==> src/rtl/score_keeper.sv <==
// score_keeper: round score counter for fpga-bird with saturation, BCD
// digits and a session high score.
//
// Ports:
//   clk        system clock
//   resetn     asynchronous active-low reset
//   start      one-cycle pulse: begin or restart a round
//   pass_pipe  level, high while the bird is inside a pipe gap; the rising edge scores
//   collide    one-cycle pulse: bird hit a pipe or the ground
//   score      current round score, binary, 0..MAX_SCORE (upper 25 bits zero)
//   high_score best final score since reset, binary
//   tens       BCD tens digit of score
//   ones       BCD ones digit of score
//   new_high   one-cycle pulse when high_score is updated
//   game_state 0 = IDLE, 1 = PLAY, 2 = OVER
module score_keeper #(
  parameter int unsigned MAX_SCORE = 99
) (
  input  logic        clk,
  input  logic        resetn,
  input  logic        start,
  input  logic        pass_pipe,
  input  logic        collide,
  output logic [31:0] score,
  output logic [31:0] high_score,
  output logic [3:0]  tens,
  output logic [3:0]  ones,
  output logic        new_high,
  output logic [1:0]  game_state
);

  localparam int unsigned SCORE_W = 7;
  localparam int unsigned BUS_W   = 32;
  localparam int unsigned DIGIT_W = 4;
  // Values above the two-digit display range are clamped to 99.
  localparam int unsigned SAT     = (MAX_SCORE > 99) ? 99 : MAX_SCORE;

  typedef enum logic [1:0] {
    ST_IDLE = 2'd0,
    ST_PLAY = 2'd1,
    ST_OVER = 2'd2
  } state_t;

  state_t               state_q, state_d;
  logic [SCORE_W-1:0]   score_q, score_d;
  logic [SCORE_W-1:0]   high_q, high_d;
  logic [DIGIT_W-1:0]   tens_q, tens_d;
  logic [DIGIT_W-1:0]   ones_q, ones_d;
  logic                 new_high_q, new_high_d;
  logic                 pass_q;
  logic                 inc_ev;
  logic                 at_max;

  // Scoring edge: collide in the same cycle suppresses it.
  assign inc_ev = pass_pipe & ~pass_q & ~collide;
  assign at_max = (score_q == SCORE_W'(SAT));

  // State and registered outputs.
  always_ff @(posedge clk or negedge resetn) begin
    if (!resetn) begin
      state_q    <= ST_IDLE;
      score_q    <= '0;
      high_q     <= '0;
      tens_q     <= '0;
      ones_q     <= '0;
      new_high_q <= 1'b0;
      pass_q     <= 1'b0;
    end else begin
      state_q    <= state_d;
      score_q    <= score_d;
      high_q     <= high_d;
      tens_q     <= tens_d;
      ones_q     <= ones_d;
      new_high_q <= new_high_d;
      pass_q     <= pass_pipe;
    end
  end

  // Next-state, score arithmetic and high-score update.
  always_comb begin
    state_d    = state_q;
    score_d    = score_q;
    high_d     = high_q;
    tens_d     = tens_q;
    ones_d     = ones_q;
    new_high_d = 1'b0;

    unique case (state_q)
      ST_IDLE: begin
        score_d = '0;
        tens_d  = '0;
        ones_d  = '0;
        if (start) begin
          state_d = ST_PLAY;
        end
      end

      ST_PLAY: begin
        if (collide) begin
          state_d = ST_OVER;
          if (score_q > high_q) begin
            high_d     = score_q;
            new_high_d = 1'b1;
          end
        end else if (inc_ev && !at_max) begin
          score_d = score_q + SCORE_W'(1);
          // Binary and BCD advance together so score == 10*tens + ones.
          if (ones_q == DIGIT_W'(9)) begin
            ones_d = '0;
            tens_d = tens_q + DIGIT_W'(1);
          end else begin
            ones_d = ones_q + DIGIT_W'(1);
          end
        end
      end

      ST_OVER: begin
        if (start) begin
          state_d = ST_PLAY;
          score_d = '0;
          tens_d  = '0;
          ones_d  = '0;
        end
      end

      default: begin
        // Unreachable encoding: recover to a clean idle.
        state_d = ST_IDLE;
        score_d = '0;
        tens_d  = '0;
        ones_d  = '0;
      end
    endcase
  end

  assign score      = BUS_W'(score_q);
  assign high_score = BUS_W'(high_q);
  assign tens       = tens_q;
  assign ones       = ones_q;
  assign new_high   = new_high_q;
  assign game_state = state_q;

endmodule
==> config.mk <==
export PLATFORM = sky130hd
export DESIGN_NAME = score_keeper
export DESIGN_NICKNAME = d
export VERILOG_FILES = /design/src/rtl/score_keeper.sv
export SDC_FILE = /design/constraint.sdc
export NUM_CORES = 1
export LEC_CHECK = 0
export CAP_MARGIN = 30
export CORE_MARGIN = 2
export CORE_UTILIZATION = 38
export CTS_CLUSTER_DIAMETER = 40
export DETAILED_ROUTE_END_ITERATION = 16
export PLACE_DENSITY = 0.77
export SYNTH_ARGS = -nofsm -noshare
export SYNTH_HDL_FRONTEND = slang
export SYNTH_SLANG_ARGS = --single-unit
==> constraint.sdc <==
create_clock -name clk -period 1.8 [get_ports clk]
set_input_delay 0.36 -clock clk [delete_from_list [all_inputs] [get_ports clk]]
set_output_delay 0.36 -clock clk [all_outputs]
set_load 0.02 [all_outputs]
==> results by stage, run 1 <==
Critical path:
- The nature of the critical path startpoint is a register.
- The required time reported for the critical path endpoint is 1960 ps.
- The setup path with the least slack is of type register to register.
- The top fanout value on the critical path is 6.
- STA classifies the critical path endpoint as a register.
- STA puts the critical path data arrival time at 1990 ps.
- In this run the register-to-register setup slack is -30 ps.

CTS:
- After clock tree synthesis, the clock-pin slew on the worst setup and hold paths is 90 ps.
- Clock tree synthesis inserted a total of 3 buffers.
- The H-tree depth reported by CTS is 1.
- The later pin in the worst-skew pair is clocked with a latency of 270 ps.
- The number of hold buffers added after CTS was 0.
- Counting along the longest clock path gives a buffer depth of 2.
- The tree built by TritonCTS fans out to 26 sinks.
- The CTS tree is built.
- The tree is rooted in a clkbuf_8.

Hold path:
- In this run the worst hold path is classified as input port to register.

Global routing:
- The sum of overflow across all layers after global routing is 0.
- The number of antenna violations at the first check in global routing came to 0.
- The maximum number of pins on one net before global-route repair is 27.
- Across every metal layer, demand over resource in global routing totals 13.02%.
- The wire length of the first global-routing pass is 5451 um.
- The number of global-route vias before repair came to 1235.

Die:
- The vertical extent of the die is 72.55 um.
- The die covers 0.005263 sq mm.
- The floorplan has 24 rows.
- The horizontal die dimension is 72.55 um.
- After floorplanning, the core was sized to cover 0.004444 sq mm.
- The starting density of the core is 40.17%.
- The number of top-level design ports is 80.

Power:
- The internal power contribution is 1.023 mW.
- Of the total power, the share spent switching nets is 33.84%.
- VDD sags by at most 0.2663 mV.
- The relative contribution of combinational cells to total power is 34.4%.
- In this run, flip-flops and latches consume 41.1% of the power.
- The reported net switching power is 0.5233 mW.
- The leakage component of the power is 1.252 nW.
- For this design the ratio of total power to cell area is 657.0 mW/mm^2.
- The clock network burns 24.5% of the power.

Placed design:
- Timing analysis after detailed placement gives a worst setup slack of -275.7 ps.
- The total half-perimeter wirelength after legalization and detailed placement is 2606 um.
- The count of buffers from port buffering is 29.
- The placer's final routability congestion estimate is 0.8267.

Detailed routing:
- The ratio of routed vias to standard cells is 4.502.
- Wires add up to 3454 um.
- The count of unresolved DRC violations after routing is 0.
- In this run, the number of DRC markers left after iteration 0 of detailed routing was 85.
- Once detail routing completed, the nets flagged for antenna violations numbered 0.
- Dividing the detail-routed wire length by the instance count gives 11.79 um.
- Detailed routing inserted a total of 1319 vias.
- The first-pass iteration count of the detailed router is 4.

Timing:
- Setup violations remaining at the end of the flow were counted as 7.
- The hold violation total from the final report is 0.
- The clock tree skew after final layout is 3.968 ps.
- The hold slack is 395.8 ps.
- The highest attainable clock frequency is 545.8 MHz.
- The final critical delay including setup and external delays is 1832 ps.
- The setup slack of the critical path after layout is -32.13 ps.
- Setup repair after global routing could not meet its margin everywhere.
- In the finished design, the share of the clock period the worst path needs comes to 101.8%.
- In the final timing run, aggregate negative setup slack is -173.9 ps.
- The count of pins over their slew limit is 0.

Logic synthesis:
- The post-synthesis cell type count is 36.
- The average instance in the mapped netlist occupies 9.864 sq um.
- The synthesized design contains 26 register bits.
- In the synthesized netlist the dominant register cell turns out to be dfrtp_1.
- After synthesis, flip-flops and latches occupy 36.44% of the total area.
- In this run, synthesis inferred 0 flip-flops with an integrated enable.
- The post-synthesis instance total is 181.
- Counting flops with an async set or reset pin after synthesis yields a share of 100.0%.
- The combined area of all synthesized cells is 0.001785 sq mm.
- The warning count from the yosys run is 0.

Finish:
- The share of the core filled with cells is 52.96%.
- The post-layout net count is 258.
- The share of final-layout standard cells stronger than drive strength 1 is 29.46%.
- The count of antenna diodes in the layout is 0.
- The area growth from synthesis to layout is 31.82%.

Job:
- The count of max-cap constraint violations is 0.

Status:
- The flow ran to the end, but the final reports show violations.
- The checks that failed: setup timing.
## layout make-up
class | instances | area, sq um
clock buffer | 4 | 55.05
fill | 381 | 2091
inverter | 11 | 41.29
multi-input combinational | 142 | 994.7
sequential | 26 | 655.6
tap | 52 | 65.06
timing repair buffer | 58 | 541.8
## layer usage
metal	vias to the layer above	wire (um)	part of all wire, %	track usage (%)
met5	-	0	0	0
met4	0	38	1.1	4.938
met3	2	189	5.5	1.667
met2	62	1740	50	22.63
met1	620	1485	43	16.39
li1	635	-	-	-
## registers in the layout, summed over array words and instances, names as in the netlist
| signal | cells |
|---|---|
| tens | 4 |
| game_state | 2 |
| score_q | 7 |
| pass_q | 1 |
| new_high | 1 |
| high_q | 7 |
| ones | 4 |
## stage by stage
stage / cells / power (mW) / area (sq um)
after floorplan: 230 / 1.049 / 2011
after global placement: 284 / 1.129 / 2172
after detailed placement: 284 / 1.136 / 2172
after CTS: 291 / 1.541 / 2271
after global routing: 293 / 1.634 / 2354
final: 293 / 1.546 / 2354
## cells by family (layout without fill, tap and decap cells)
kind of cell,after synthesis,in the layout,share of synthesized area (%)
flops,26,26,36.44
simple gates,43,43,13.66
other cells,1,50,0.2100
xor+xnor,3,3,1.472
mux,9,9,5.606
buf+inv,62,73,23.97
fa+ha+maj,11,11,7.708
compound gates,26,26,10.93
## power by group through the flow
stage	logic (mW)	clock network [mW]	registers, mW
finish	0.531	0.379	0.636
global route	0.577	0.416	0.642
CTS	0.516	0.388	0.636
detailed placement	0.489	0	0.647
global placement	0.485	0	0.645
floorplan	0.373	0	0.676
## worst paths after layout
path                           start       endpoint  depth (start not counted)
setup / recovery           high_q[1]      high_q[1]                          8
hold / removal               collide  game_state[0]                          2
setup reg to reg           high_q[1]      high_q[1]                          8
hold reg to reg              ones[3]        ones[3]                          1
max in group asynchronous     resetn     score_q[3]                          2
min in group asynchronous     resetn      high_q[0]                          2
## cell usage after synthesis, types with 2 or more instances
| cell | count | area share, % |
|---|---|---|
| buf_4 | 50 | 21 |
| o21ai_0 | 10 | 2.8 |
| nand4_1 | 2 | 0.70 |
| xor2_1 | 3 | 1.5 |
| nor2b_1 | 2 | 0.70 |
| o31ai_1 | 2 | 0.84 |
| nand3_1 | 6 | 1.7 |
| inv_1 | 11 | 2.3 |
| mux2_2 | 8 | 5.0 |
| dfrtp_1 | 26 | 36 |
| a21oi_1 | 6 | 1.7 |
| nand2_1 | 9 | 1.9 |
| ha_1 | 11 | 7.7 |
| nor2_1 | 9 | 1.9 |
| nand2b_1 | 2 | 0.70 |
| or3_1 | 4 | 1.4 |
## cell usage in the layout, fill, tap and decap left out, drive strengths merged, types with 3 or more instances in the layout
cell / count
xor2: 3
dfrtp: 26
nor2: 10
clkbuf: 4
ha: 11
clkdlybuf4s50: 22
nand3: 6
nand2: 9
o21ai: 11
inv: 11
buf: 29
mux2: 8
or3: 5
o31ai: 3
a21oi: 6
dlymetal6s2s: 6
conb: 50
## worst max-delay path, cell delays in order (launching register included)
cell and delay (ps):
dfrtp_2 420, inv_2 70, ha_4 200, nor2b_4 120, o21ai_2 130, a21oi_2 80, o31ai_4 260, buf_12 170
mux2_4 290
## repair_timing
action / 4_1_cts / 5_1_grt
endpoints found under the setup margin: 13 / 16
setup buffers: 3 / 2
pin swaps: 5 / 12
resized for setup: 7 / 22
Note: power is estimated with default switching activity, not from simulation.
==> run 2, diff against run 1 <==
CTS_CLUSTER_SIZE = 28   (was default)
==> results of run 2 <==
No change in the layout: final DEF, timing and power equal those of run 1.
